**config.mk**
```make
export PLATFORM = sky130hd
export DESIGN_NAME = timer_sequencer
export DESIGN_NICKNAME = d
export VERILOG_FILES = /design/src/rtl/timer_sequencer.sv
export SDC_FILE = /design/constraint.sdc
export NUM_CORES = 1
export LEC_CHECK = 0
export ABC_AREA = 1
export ABC_CLOCK_PERIOD_IN_PS = 3200
export BUFFER_PORTS_ARGS = -buffer_cell sky130_fd_sc_hd__buf_4
export CORE_MARGIN = 5
export CORE_UTILIZATION = 35
export DETAILED_ROUTE_END_ITERATION = 10
export GPL_ROUTABILITY_DRIVEN = 0
export GPL_TIMING_DRIVEN = 0
export PLACE_DENSITY = 0.6
export SYNTH_ARGS = -nofsm -noshare
export SYNTH_HDL_FRONTEND = slang
export SYNTH_SLANG_ARGS = --single-unit
export TNS_END_PERCENT = 10
```
**constraint.sdc**
```tcl
create_clock -name clk -period 3.2 [get_ports clk]
set_clock_uncertainty 0.05 [all_clocks]
set_input_delay 0.32 -clock clk [delete_from_list [all_inputs] [get_ports clk]]
set_output_delay 0.32 -clock clk [all_outputs]
set_load 0.05 [all_outputs]
```
**src/rtl/timer_sequencer.sv**
```systemverilog
// Step-sequence controller for a downstream timer. It holds a table of timer
// configurations and advances through it by counting top_match periods.
module timer_sequencer #(
  parameter int PRESCALER_BITS = 8,
  parameter int TIMER_BITS     = 16,
  parameter int STEPS          = 8,
  parameter int REPEAT_BITS    = 8
) (
  input  logic                        clk,
  input  logic                        rst,
  input  logic                        wr_en,
  input  logic [$clog2(STEPS)-1:0]    wr_addr,
  input  logic [PRESCALER_BITS-1:0]   wr_prescaler,
  input  logic [TIMER_BITS-1:0]       wr_top,
  input  logic [TIMER_BITS-1:0]       wr_cmp,
  input  logic [REPEAT_BITS-1:0]      wr_repeat,
  input  logic [$clog2(STEPS):0]      num_steps,
  input  logic                        loop,
  input  logic                        start,
  input  logic                        stop,
  input  logic                        tmr_top_match,
  output logic [PRESCALER_BITS-1:0]   tmr_prescaler_cnt,
  output logic [TIMER_BITS-1:0]       tmr_top_cnt,
  output logic [TIMER_BITS-1:0]       tmr_cmp_cnt,
  output logic                        tmr_go,
  output logic                        tmr_relatch,
  output logic                        busy,
  output logic [$clog2(STEPS)-1:0]    step_idx,
  output logic                        step_done,
  output logic                        seq_done
);

  localparam int IDX_BITS = $clog2(STEPS);
  localparam int NUM_BITS = IDX_BITS + 1;
  localparam logic [NUM_BITS-1:0] STEPS_N = NUM_BITS'(STEPS);

  localparam logic [1:0] IDLE    = 2'd0;
  localparam logic [1:0] RUN     = 2'd1;
  localparam logic [1:0] RELATCH = 2'd2;

  logic [PRESCALER_BITS-1:0] presc_tab_q [STEPS];
  logic [TIMER_BITS-1:0]     top_tab_q   [STEPS];
  logic [TIMER_BITS-1:0]     cmp_tab_q   [STEPS];
  logic [REPEAT_BITS-1:0]    rep_tab_q   [STEPS];

  logic [1:0]                state_q, state_d;
  logic [IDX_BITS-1:0]       idx_q, idx_d;
  logic [REPEAT_BITS-1:0]    rep_q, rep_d;
  logic [NUM_BITS-1:0]       num_q, num_d;
  logic                      loop_q, loop_d;
  logic [PRESCALER_BITS-1:0] presc_q, presc_d;
  logic [TIMER_BITS-1:0]     top_q, top_d;
  logic [TIMER_BITS-1:0]     cmp_q, cmp_d;
  logic                      go_q, go_d;
  logic                      relatch_q, relatch_d;
  logic                      busy_q, busy_d;
  logic                      step_done_q, step_done_d;
  logic                      seq_done_q, seq_done_d;

  logic                      load;
  logic [IDX_BITS-1:0]       load_idx;

  // NOTE: the table is reset explicitly, so it maps to flops rather than a RAM
  // macro; a restart after reset must see all-zero entries.
  always_ff @(posedge clk) begin
    if (rst) begin
      for (int i = 0; i < STEPS; i++) begin
        presc_tab_q[i] <= '0;
        top_tab_q[i]   <= '0;
        cmp_tab_q[i]   <= '0;
        rep_tab_q[i]   <= '0;
      end
    end else if (wr_en) begin
      presc_tab_q[wr_addr] <= wr_prescaler;
      top_tab_q[wr_addr]   <= wr_top;
      cmp_tab_q[wr_addr]   <= wr_cmp;
      rep_tab_q[wr_addr]   <= wr_repeat;
    end
  end

  // NOTE: every signal gets a default before the case so no path leaves one
  // unassigned, which would otherwise infer a latch.
  always_comb begin
    state_d     = state_q;
    idx_d       = idx_q;
    rep_d       = rep_q;
    num_d       = num_q;
    loop_d      = loop_q;
    presc_d     = presc_q;
    top_d       = top_q;
    cmp_d       = cmp_q;
    go_d        = go_q;
    relatch_d   = 1'b0;
    busy_d      = busy_q;
    step_done_d = 1'b0;
    seq_done_d  = 1'b0;
    load        = 1'b0;
    load_idx    = idx_q;

    case (state_q)
      IDLE: begin
        if (start && !stop && (num_steps != '0)) begin
          state_d  = RUN;
          num_d    = (num_steps > STEPS_N) ? STEPS_N : num_steps;
          loop_d   = loop;
          idx_d    = '0;
          rep_d    = '0;
          load     = 1'b1;
          load_idx = '0;
          go_d     = 1'b1;
          busy_d   = 1'b1;
        end
      end
      RUN: begin
        if (stop) begin
          state_d = IDLE;
          go_d    = 1'b0;
          busy_d  = 1'b0;
        end else if (tmr_top_match) begin
          if (rep_q != rep_tab_q[idx_q]) begin
            rep_d = rep_q + REPEAT_BITS'(1);
          end else if (({1'b0, idx_q} < (num_q - NUM_BITS'(1))) || loop_q) begin
            // Advance or wrap; both pulse relatch so table edits take effect.
            idx_d       = ({1'b0, idx_q} < (num_q - NUM_BITS'(1)))
                          ? idx_q + IDX_BITS'(1) : '0;
            load        = 1'b1;
            load_idx    = idx_d;
            rep_d       = '0;
            relatch_d   = 1'b1;
            step_done_d = 1'b1;
            state_d     = RELATCH;
          end else begin
            step_done_d = 1'b1;
            seq_done_d  = 1'b1;
            go_d        = 1'b0;
            busy_d      = 1'b0;
            state_d     = IDLE;
          end
        end
      end
      RELATCH: begin
        if (stop) begin
          state_d = IDLE;
          go_d    = 1'b0;
          busy_d  = 1'b0;
        end else begin
          state_d = RUN;
        end
      end
      default: state_d = IDLE;
    endcase

    if (load) begin
      presc_d = presc_tab_q[load_idx];
      top_d   = top_tab_q[load_idx];
      cmp_d   = cmp_tab_q[load_idx];
    end
  end

  // NOTE: sequential state uses non-blocking assignments so every register
  // samples the pre-edge values regardless of statement order.
  always_ff @(posedge clk) begin
    if (rst) begin
      state_q     <= IDLE;
      idx_q       <= '0;
      rep_q       <= '0;
      num_q       <= '0;
      loop_q      <= 1'b0;
      presc_q     <= '0;
      top_q       <= '0;
      cmp_q       <= '0;
      go_q        <= 1'b0;
      relatch_q   <= 1'b0;
      busy_q      <= 1'b0;
      step_done_q <= 1'b0;
      seq_done_q  <= 1'b0;
    end else begin
      state_q     <= state_d;
      idx_q       <= idx_d;
      rep_q       <= rep_d;
      num_q       <= num_d;
      loop_q      <= loop_d;
      presc_q     <= presc_d;
      top_q       <= top_d;
      cmp_q       <= cmp_d;
      go_q        <= go_d;
      relatch_q   <= relatch_d;
      busy_q      <= busy_d;
      step_done_q <= step_done_d;
      seq_done_q  <= seq_done_d;
    end
  end

  assign tmr_prescaler_cnt = presc_q;
  assign tmr_top_cnt       = top_q;
  assign tmr_cmp_cnt       = cmp_q;
  assign tmr_go            = go_q;
  assign tmr_relatch       = relatch_q;
  assign busy              = busy_q;
  assign step_idx          = idx_q;
  assign step_done         = step_done_q;
  assign seq_done          = seq_done_q;

endmodule

```
==> results.tsv <==
stage	metric	value	unit
worst_hold_path	Hold/Removal Path Class	primary input to register	
critical_path	kind of cell adding the most delay to the critical path	simple AND/OR/NAND/NOR gates	
floorplan	DIE AREA	63800	um2
critical_path	Critical Path End Type	register	
logic_synthesis	count of synthesis-stage warnings from yosys	0	
pwr	worst IR drop on VDD	0.407	mV
critical_path	Critical Path Most Common Cell	sky130_fd_sc_hd__nand2_1	
pwr	part of the total power dissipated in sequential elements	47.4	%
placement	Buffers on Ports	109	
timing	post-route worst setup slack	0.0581	ns
critical_path	startpoint class of the critical path	register	
cts	TritonCTS clock tree	done	
cts	buffer type at the clock tree root	sky130_fd_sc_hd__clkbuf_16	
floorplan	placeable core area	58700	um2
logic_synthesis	async set-reset flop share out of synthesis	0	%
logic_synthesis	library cell occupying the most area in the post-synthesis netlist	sky130_fd_sc_hd__edfxtp_1	
cts	clock transition at the registers of the reported paths	0.06	ns
critical_path	slowest cell on the critical path	sky130_fd_sc_hd__dfxtp_4	
logic_synthesis	most numerous cell in the Yosys netlist	sky130_fd_sc_hd__nand2_1	
logic_synthesis	syn avg cell area	9.22	um2
logic_synthesis	synthesized area	20600	um2
global_routing	Total Routing Usage GR	19.6	%
floorplan	I/O pin count	110	
detailed_routing	vias per cell	5.18	
timing	sum of negative setup slack	0	ns
logic_synthesis	sequential share of the synthesized area	62.0	%
placement	placement-stage worst setup slack	-0.724	ns
pwr	sw frac	26.1	%
critical_path	Critical Path Max Stage Delay	0.37	ns
placement	sum of net half-perimeters after detailed placement	42700	um
logic_synthesis	top post-synthesis cells by area	sky130_fd_sc_hd__edfxtp_1 56%, sky130_fd_sc_hd__nand3_1 10%, sky130_fd_sc_hd__nand2_1 8.0%	
logic_synthesis	post-synthesis sequential element count	446	
pwr	clock power share	40.0	%
critical_path	Arr. time, crit path	3.61	ns
detailed_routing	First-pass DRT Iterations	8	
logic_synthesis	most instantiated flip-flop cell in the synthesis netlist	sky130_fd_sc_hd__edfxtp_1	
detailed_routing	Post-DRT Antenna Nets	0	
detailed_routing	wire length reported by the detailed router	65300	um
logic_synthesis	most frequent cells after synthesis	439 x sky130_fd_sc_hd__nand2_1, 410 x sky130_fd_sc_hd__nand3_1, 405 x sky130_fd_sc_hd__nor2_1, 384 x sky130_fd_sc_hd__edfxtp_1, 236 x sky130_fd_sc_hd__inv_1	
global_routing	vias in the first global route	16200	
global_routing	Remaining Overflow, GRT	0	
cells_and_area	Seq. cell area	12800	um2
critical_path	Critical Path, Cell by Cell	buf_12 -> inv_6 -> clkbuf_16 -> buf_4 -> nand2_1 -> a21oi_2 -> o21bai_4 -> nand3_2 -> nand2_1 -> o21ai_1 -> nand4_1 -> buf_4 -> nand3_4 -> nand2_8 -> buf_12 -> buf_6 -> nand2_1 -> nand3_1 -> nand3_2 -> nand3_4 -> nand2_1 -> inv_1	
critical_path	Crit Path Class	register to register	
detailed_routing	DR iter-0 viols	1808	
detailed_routing	DRC violation count after routing	0	
pwr	internal power	10.8	mW
timing	time the final worst path needs with I/O delays and setup	3.14	ns
timing	Final period util	98.2	%
cts	depth of the CTS H-tree	2	
timing	RSZ-0062 raised after global routing	true	
floorplan	width of the die	253	um
logic_synthesis	library cells used by synthesis	35	
global_routing	maximum number of pins on one net before global-route repair	49	
run_status	run status	completed	
logic_synthesis	proportion of netlist area held by the largest area contributor	56.0	%
timing	Slew Limit Headroom	17.0	%
cells_and_area	multi-input combinational cell area	6890	um2
cts	CTS sink count	446	
logic_synthesis	cell count after synthesis	2235	
pwr	Net Sw Power	3.82	mW
cells_and_area	Area Overhead vs Synth	23.8	%
timing	max-slew violation total from the final report	0	
detailed_routing	vias after detailed routing	16800	
logic_synthesis	number of nets in the synthesized netlist	2307	
cts	later-pin clock latency in the skew report	0.59	ns
cts	number of buffers on the longest clock path	3	
cells_and_area	number of diodes added for antenna fixing	0	
logic_synthesis	count of flip-flops with a built-in enable after synthesis	384	
timing	final number of hold-violating endpoints	0	
run	number of max-capacitance violations reported	0	
pwr	leakage power summed over all cells	10.9	nW
timing	final setup fails	0	
floorplan	vertical extent of the die	253	um
floorplan	starting density of the core	35.1	%
critical_path	total buffers and inverters traversed by the critical path	8	
pwr	relative contribution of combinational cells to total power	12.7	%
timing	transition at the pin with the smallest max-transition slack	1.25	ns
pwr	power density over cell area	573	nW/um2
detailed_routing	detailed-route wire length per cell	20.1	um
critical_path	Worst Path Required	3.67	ns
floorplan	number of placement rows	89	
critical_path	CP max FO	10	
cells_and_area	Filler cells	5508	
cells_and_area	fraction of layout cells with a size suffix above 1	17.9	%
global_routing	first-pass GRT wire length	95600	um
global_routing	number of antenna violations at the first check in global routing	1	
cells_and_area	Net count, final	2503	
timing	achievable clock frequency	0.318	GHz
pwr	final total power	14.6	mW
cts	number of buffers created by CTS	49	
power groups by stage:
stage / logic, mW / registers (mW) / clock network [mW]
global placement: 1.71 / 7.04 / 0
detailed placement: 1.75 / 7.04 / 0
floorplan: 0.816 / 7.33 / 0
finish: 1.85 / 6.92 / 5.84
global route: 2.00 / 6.96 / 6.15
CTS: 1.79 / 6.92 / 5.91
cell usage in the layout (no fill, tap or decap), drive strengths merged, types with 2 or more instances in the layout:
cell and instances:
nand4 3, buf 190, clkinv 16, nor4 2, clkinvlp 2, a211oi 5, nor3 7, o21ai 52
nor3b 2, ha 10, clkbuf 157, a21boi 2, xnor2 2, inv 240, o21bai 3, nand2 441
a21oi 14, nand3 413, bufinv 6, edfxtp 384, dfxtp 62, nand3b 40, nor2 407, dlygate4sd3 7
worst reg2reg max path, delay by kind of cell (launching register included):
kind	cells	cell delay [ns]
and+or+nand+nor	11	1.29
buffers and inverters	8	1.04
DFF	1	0.37
AOI/OAI and AO/OA	3	0.31
state kept, by name, summed over array words and instances (netlist names), 8 cells and up:
name / count
rep_tab_q: 64
presc_tab_q: 64
tmr_top_cnt: 16
tmr_cmp_cnt: 16
rep_q: 8
tmr_prescaler_cnt: 8
top_tab_q: 128
cmp_tab_q: 128
routing by layer:
| layer | global-route usage (%) | up-vias | share of wire, % |
|---|---|---|---|
| met3 | 3.99 | 155 | 9.9 |
| met4 | 7.80 | 4 | 3.5 |
| li1 | - | 7762 | - |
| met5 | 0.827 | - | 0.14 |
| met1 | 26.1 | 8050 | 39 |
| met2 | 31.4 | 838 | 47 |
final timing paths:
kind / startpoint / end / slack, ns / cells after the start
worst max-delay path: step_idx[0] / tmr_top_cnt[15] / 0.06 / 22
worst min-delay path: num_steps[3] / num_q[3] / 0.06 / 3
worst max register to register: step_idx[0] / tmr_top_cnt[15] / 0.06 / 22
worst min register to register: num_q[0] / num_q[0] / 0.43 / 2
final cells by class:
cell class | instances | share of cell area (%)
plain buffers | 141 | 3.79
clock buffers | 68 | 5.45
clock inverters | 23 | 1.03
inverters | 240 | 3.62
multi-input cells | 1407 | 27.0
flip-flops and latches | 446 | 50.1
well taps | 773 | 3.79
repair buffers | 145 | 5.17
repair inverters | 1 | 0.0343
through the flow:
stage / instances / hold WS [ns] / utilization, % / instance area [um2]
global placement: 3117 / 0.423 / 38.2 / 22400
finish: 3244 / 0.0566 / 43.5 / 25500
detailed placement: 3121 / 0.423 / 38.4 / 22500
floorplan: 2235 / 0.348 / - / 20600
global route: 3244 / 0.105 / 43.5 / 25500
CTS: 3225 / 0.0238 / 41.7 / 24500
cells by family after synthesis:
kind of cell | share of synthesized area [%]
AND/OR/NAND/NOR | 27.5
buffers and inverters | 7.74
adder cells (fa/ha/maj) | 0.607
flip-flops | 62.0
XOR/XNOR | 0.128
AO/OA/AOI/OAI | 2.08
timing repair:
| action | in CTS | in global routing |
|---|---|---|
| setup buffers | 5 | 12 |
| hold buffers | 7 | 0 |
| endpoints found under the setup margin | 65 | 63 |
| gates resized for setup | 77 | 207 |
| gates cloned | 2 | 8 |
| pin swaps | 2 | 56 |
| hold endpoints to repair | 5 | 0 |
No activity file was read; power rests on OpenSTA's default activity.
